### src/rtl/gray_counter_param.sv
// gray_counter_param: up/down binary counter with a registered Gray mirror.
// Define GRAY_COUNTER_PARAM_CHECK_EN to add the sticky Gray_Err_Out step checker.
module gray_counter_param #(
    parameter int               WIDTH       = 4,
    parameter bit               SATURATE    = 1'b0,
    parameter logic [WIDTH-1:0] RESET_VALUE = '0
) (
    input  logic             Clk_In,
    input  logic             Reset_In,
    input  logic             Enable_In,
    input  logic             Up_Downb_In,
    input  logic             Load_In,
    input  logic [WIDTH-1:0] Load_Gray_In,
    output logic [WIDTH-1:0] Gray_Count_Out,
    output logic [WIDTH-1:0] Binary_Count_Out,
    output logic             Terminal_Count_Out,
    output logic             Wrap_Out
`ifdef GRAY_COUNTER_PARAM_CHECK_EN
    ,
    output logic             Gray_Err_Out
`endif
);

    localparam logic [WIDTH-1:0] ONE        = {{(WIDTH-1){1'b0}}, 1'b1};
    localparam logic [WIDTH-1:0] ALL_ONES   = '1;
    localparam logic [WIDTH-1:0] RESET_GRAY = RESET_VALUE ^ (RESET_VALUE >> 1);

    logic [WIDTH-1:0] r_bin;
    logic [WIDTH-1:0] r_gray;
    logic             r_wrap;

    logic [WIDTH-1:0] w_load_bin;
    logic [WIDTH-1:0] w_step;
    logic [WIDTH-1:0] w_bin_next;
    logic [WIDTH-1:0] w_gray_next;
    logic             w_at_end;
    logic             w_wrap_next;

    // Each binary bit is the XOR of all Gray bits at or above it.
    always_comb begin
        w_load_bin = '0;
        for (int i = 0; i < WIDTH; i++) begin
            w_load_bin[i] = ^(Load_Gray_In >> i);
        end
    end

    assign w_at_end = Up_Downb_In ? (r_bin == ALL_ONES) : (r_bin == '0);
    assign w_step   = Up_Downb_In ? (r_bin + ONE) : (r_bin - ONE);

    always_comb begin
        w_bin_next  = r_bin;
        w_wrap_next = 1'b0;
        if (Load_In) begin
            w_bin_next = w_load_bin;
        end else if (Enable_In) begin
            if (!(w_at_end && SATURATE)) begin
                w_bin_next = w_step;
            end
            w_wrap_next = w_at_end && !SATURATE;
        end
    end

    // The load path takes the Gray input verbatim rather than re-encoding.
    assign w_gray_next = Load_In ? Load_Gray_In
                                 : (w_bin_next ^ (w_bin_next >> 1));

    always_ff @(posedge Clk_In) begin
        if (Reset_In) begin
            r_bin  <= RESET_VALUE;
            r_gray <= RESET_GRAY;
            r_wrap <= 1'b0;
        end else begin
            r_bin  <= w_bin_next;
            r_gray <= w_gray_next;
            r_wrap <= w_wrap_next;
        end
    end

    assign Gray_Count_Out     = r_gray;
    assign Binary_Count_Out   = r_bin;
    assign Wrap_Out           = r_wrap;
    assign Terminal_Count_Out = w_at_end;

`ifdef GRAY_COUNTER_PARAM_CHECK_EN
    logic [WIDTH-1:0] r_gray_prev;
    logic             r_chk_vld;
    logic             r_gray_err;
    logic [WIDTH-1:0] w_gray_diff;
    logic             w_step_bad;

    // More than one bit set in the diff means a multi-bit Gray step.
    assign w_gray_diff = r_gray ^ r_gray_prev;
    assign w_step_bad  = r_chk_vld &&
                         ((w_gray_diff & (w_gray_diff - ONE)) != '0);

    always_ff @(posedge Clk_In) begin
        if (Reset_In) begin
            r_gray_prev <= RESET_GRAY;
            r_chk_vld   <= 1'b0;
            r_gray_err  <= 1'b0;
        end else begin
            r_gray_prev <= r_gray;
            r_chk_vld   <= !Load_In;
            r_gray_err  <= r_gray_err | w_step_bad;
        end
    end

    assign Gray_Err_Out = r_gray_err;
`endif

endmodule

### config.mk
export PLATFORM = sky130hd
export DESIGN_NAME = gray_counter_param
export DESIGN_NICKNAME = d
export VERILOG_FILES = /design/src/rtl/gray_counter_param.sv
export SDC_FILE = /design/constraint.sdc
export NUM_CORES = 1
export LEC_CHECK = 0
export ABC_CLOCK_PERIOD_IN_PS = 1500
export BUFFER_PORTS_ARGS = -buffer_cell sky130_fd_sc_hd__buf_2
export CAP_MARGIN = 30
export CORE_AREA = 2 2 39 41
export CTS_CLUSTER_SIZE = 20
export DETAILED_ROUTE_END_ITERATION = 16
export DIE_AREA = 0 0 41 43
export GPL_TIMING_DRIVEN = 0
export PLACE_DENSITY = 0.69
export SYNTH_ARGS = -nofsm -noshare
export SYNTH_HDL_FRONTEND = slang
export SYNTH_SLANG_ARGS = --single-unit
### constraint.sdc
create_clock -name Clk_In -period 1.5 [get_ports Clk_In]
set_input_delay 0.3 -clock Clk_In [delete_from_list [all_inputs] [get_ports Clk_In]]
set_output_delay 0.3 -clock Clk_In [all_outputs]
set_load 0.02 [all_outputs]
Yosys cells after proc, flatten, opt, wreduce, memory -nomap -nowiden

Cells that the tools add are included.

Logic and storage cells: 19
Input bits: 9
Output and inout port bits: 10
Register bits: 9

Bitwise operators: 2
Add/sub/neg operators: 2
Equal/unequal tests: 1
Reduce and logical (&&, ||, !) cells: 6
Mux-type cells: 5

Operators with widths:

| cell                | count |
|---|---|
| $mux 4              | 4 |
| $reduce_xor 4->1    | 4 |
| $add 4x1->4 const B | 1 |
| $eq 4x4->1 const B  | 1 |
| $logic_not 4->1     | 1 |
| $sub 4x1->4 const B | 1 |
| $xor 4x3->4         | 1 |
| $reduce_or 3->1     | 1 |
| $mux 1              | 1 |
| $not 1->1           | 1 |

Logic depth before layout (Yosys ltp)

Word-level depth: 6
Mapped depth: 7

Worst setup path before layout

No wires, ideal clock.

Path type: register to register
Start point: reg r_bin[0] (netlist: Binary_Count_Out[0])
End point: reg r_gray[2] (netlist: Gray_Count_Out[2])
Clock period less this slack: 1,868 ps
Path slack: -368 ps
Arrival time: 1,754 ps
Library setup time: 115 ps
Stages on the path, launching flop included: 8
Cell sequence: dfxtp_1 -> inv_1 -> fa_1 -> xnor2_1 -> mux2i_2 -> xnor2_1 -> xnor2_1 -> o21a_1

Word-level cells in the longest chain between the ends: 6
Elaborated cells on any way between the ends: 7
Those cells by class: add/sub: 2; mux: 4; bitwise: 1

Ends and longest elaborated chain:

| element                                           | line | text |
|---|---|---|
| from (decl)                                       | 28   | `logic [WIDTH-1:0] r_bin;` |
| from (signal assigned)                            | 73   | `r_bin <= w_bin_next;` |
| $sub 4x1->4 / $add 4x1->4 (equally long branches) | 48   | `assign w_step = Up_Downb_In ? (r_bin + ONE) : (r_bin - ONE);` |
| $mux 4 (*)                                        | 48   |  |
| $mux 4 (*)                                        | 55   | `end else if (Enable_In) begin` |
| $mux 4 (*)                                        | 53   | `if (Load_In) begin` |
| $xor 4x3->4 (*)                                   | 65   | `: (w_bin_next ^ (w_bin_next >> 1));` |
| $mux 4 (*)                                        | 64   | `assign w_gray_next = Load_In ? Load_Gray_In` |
| to (signal assigned)                              | 74   | `r_gray <= w_gray_next;` |
| to (decl)                                         | 29   | `logic [WIDTH-1:0] r_gray;` |

Mark *: on every way between the ends. The rest lies on a longest branch, timed or not.
A chain may end at the register's enable or synchronous reset.

Worst setup path in the final report

Start point: reg r_bin[1] (netlist: Binary_Count_Out[1])
End point: reg r_gray[2] (netlist: Gray_Count_Out[2])

Same word-level chain as after synthesis.

==> results.md <==
* CTS Buf Count at 3
* FP Rows at 14
* Placed insts at 91
* Initial antenna violation count at 0
* Mapped Cells at 58
* Max VDD drop at 0.000540 V
* Nets@finish at 95
* Final hold vios at 0
* Area grow syn2layout at 43.0%
* Die H at 43 microns
* Clock skew at 0.00628 ns
* Hold-fix buffers, CTS at 0
* Status: complete, but fails checks
* H-tree depth at 1
* Worst hold start: Load_Gray_In[0]
* Fmax at 606 MHz
* Async S/R FF share, synth at 0%
* Root cell of the clock tree: clkbuf_4
* Final worst-path setup slack at -0.151 ns
* Ant diodes at 0
* Post-synth top cells: dfxtp_1 (8), nor2_1 (8), xnor2_1 (6), a21oi_1 (5), inv_1 (5)
* Pwr dens at 1040 nW/um^2
* Longest Clk Path Bufs at 2
* Failing checks: setup timing
* Worst min path class: input pin to register
* Worst-path clk slew at 0.06 ns
* Layout cell share with drive strength beyond 1 at 52.4%
* Total track usage at 13.4%
* CTS tree: built
* Crit path arrival time at 1.80 ns
* Pre-CTS setup slack at -0.302 ns
* Largest net degree at the start of global routing at 11
* Endpoints failing setup at 3
* First-pass DRT Iterations at 3
* Slew Limit Fails at 0
* Unrepaired setup endpoints after global routing: yes
* Synth area leader: dfxtp_1
* Reg2reg start: Binary_Count_Out[1]
* Antenna violation net count after detailed routing at 0
* Aggregate routed wire length at 1070 microns
* Gpl congestion at 0.739
* Lkg Pwr at 0.357 nW
* Slew @ Worst Pin at 0.213 ns
* Most used DFF post-synth: dfxtp_1
* Final Non-Filler Cells at 98
* Worst skew pair latency at 0.26 ns
* First-pass GRT wire length at 1570 microns
* Synthesized flop and latch total at 8
* Mapped Area at 527 sq um
* CP Capture Type: register
* Clock sinks at 8
* Initial Utilization at 38.1%
* IO buf count at 17
* Final worst-path cycle share at 110%
* Post-DP Area at 643 sq um
* Vias at 458
* Final HPWL DP at 774 microns
* Crit Path Max Fanout at 4
* Max_cap viols at 0
* Initial DRC count at 4
* Syn_nets at 70
* I/O pin count at 19
* Worst setup startpoint: Binary_Count_Out[1]
* Die width at 41 microns
* Slew margin rel. at 85.5%
* Min Clock Period, post-route at 1.65 ns
* Yosys warning count at 0
* Worst EP required at 1.65 ns
* Sequential share of the synthesized area at 30.4%
* Fin area at 753 sq um
* Worst hold margin at 0.310 ns
* Synth top area share at 30.4%
* Syn_area_per_cell at 9.08 sq um
* Netlist cell types at 23
* Post-layout util at 54.4%
* Synth top area cells: dfxtp_1 (30%), xnor2_1 (10%), xor2_1 (6.7%), mux2i_1 (5.7%), nor2_1 (5.7%)
* Number of remaining DRC errors at 0
* GRT overflow at 0
* WS Path Type: register to register
* Area of the die at 1760 sq um
* Number of global-route vias before repair at 382
* Routed length per instance at 10.9 microns
* Core ar. at 1380 sq um
* EDFF count, synth at 0
* Post-DR vias/cell at 4.67
* Critical Path Start Type: register
==> path summary, 6_finish.rpt <==
path	slack, ns	endpoint	depth (start not counted)
max reg2reg	-0.15	Gray_Count_Out[2]	7
min reg2reg	0.65	Binary_Count_Out[3]	2
max	-0.15	Gray_Count_Out[2]	7
min	0.31	Gray_Count_Out[0]	3
==> flip-flops by register name, indices dropped and copies added, names as in the netlist <==
name and count:
Binary_Count_Out 4, Gray_Count_Out 3, Wrap_Out 1
==> layout by cell type (no fill, tap or decap), drive strengths merged <==
master	synthesis	layout
mux2i	4	4
a21oi	6	6
nor2	8	8
dfxtp	8	8
fa	1	1
bufbuf	1	1
xnor2	6	6
nor3	1	1
buf	1	21
inv	5	5
clkbuf	0	4
and3	2	2
ha	2	2
a211oi	1	1
o21ai	2	2
xor2	4	4
clkdlybuf4s18	1	1
o21a	2	2
nand3	2	2
nand4	1	1
==> metal layers <==
metal / wire, microns / GRT usage, % / vias up
met4: 8 / 6.00 / 0
met5: 0 / 0 / -
met3: 63 / 7.85 / 2
li1: - / - / 242
met2: 550 / 19.7 / 10
met1: 442 / 15.1 / 204
==> final cells by class <==
cell class                 count  area, sq um
tap                           16         20.0
buffer                         3         36.3
sequential                     8          170
fill                         132          631
inverter                       5         21.3
clock buffer                   4         26.3
multi-input combinational     42          362
timing repair buffer          20          118
==> report_power, final <==
part	leakage [nW]	switching [W]	internal [W]	total, W
Clock	0.0150	0.0000807	0.000102	0.000183
Sequential	0.0681	0.0000210	0.000240	0.000261
Combinational	0.273	0.000170	0.000168	0.000338
==> worst max-delay path: stages (launching register included) <==
cell and delay (ns):
dfxtp_4 0.37, inv_4 0.04, fa_2 0.36, xnor2_2 0.15
mux2i_2 0.20, xnor2_1 0.12, xnor2_1 0.13, o21a_1 0.16
==> metrics by stage <==
stage                     total power [W]  setup TNS [ns]
after floorplan                  0.000465          -0.149
after global placement           0.000528          -0.757
after detailed placement         0.000534          -0.834
after CTS                        0.000734          -0.224
after global routing             0.000837          -0.777
final                            0.000782          -0.398
==> what timing repair did <==
item | CTS | global route
gates resized for setup | 1 | 12
setup buffers | 2 | 1
pin swaps | 2 | 8
setup endpoints to repair | 5 | 6
==> kinds of logic (layout without fill, tap and decap cells) <==
family | after synthesis | in the layout | share of synthesized area [%]
AOI/OAI and AO/OA | 11 | 11 | 13.3
xor gates and xnor gates | 10 | 10 | 16.6
adders and majority gates | 3 | 3 | 8.55
buffers and inverters | 8 | 32 | 10.5
DFF | 8 | 8 | 30.4
muxes | 4 | 4 | 8.31
and+or+nand+nor | 14 | 14 | 12.4
Power figures use the tool's default switching activity.
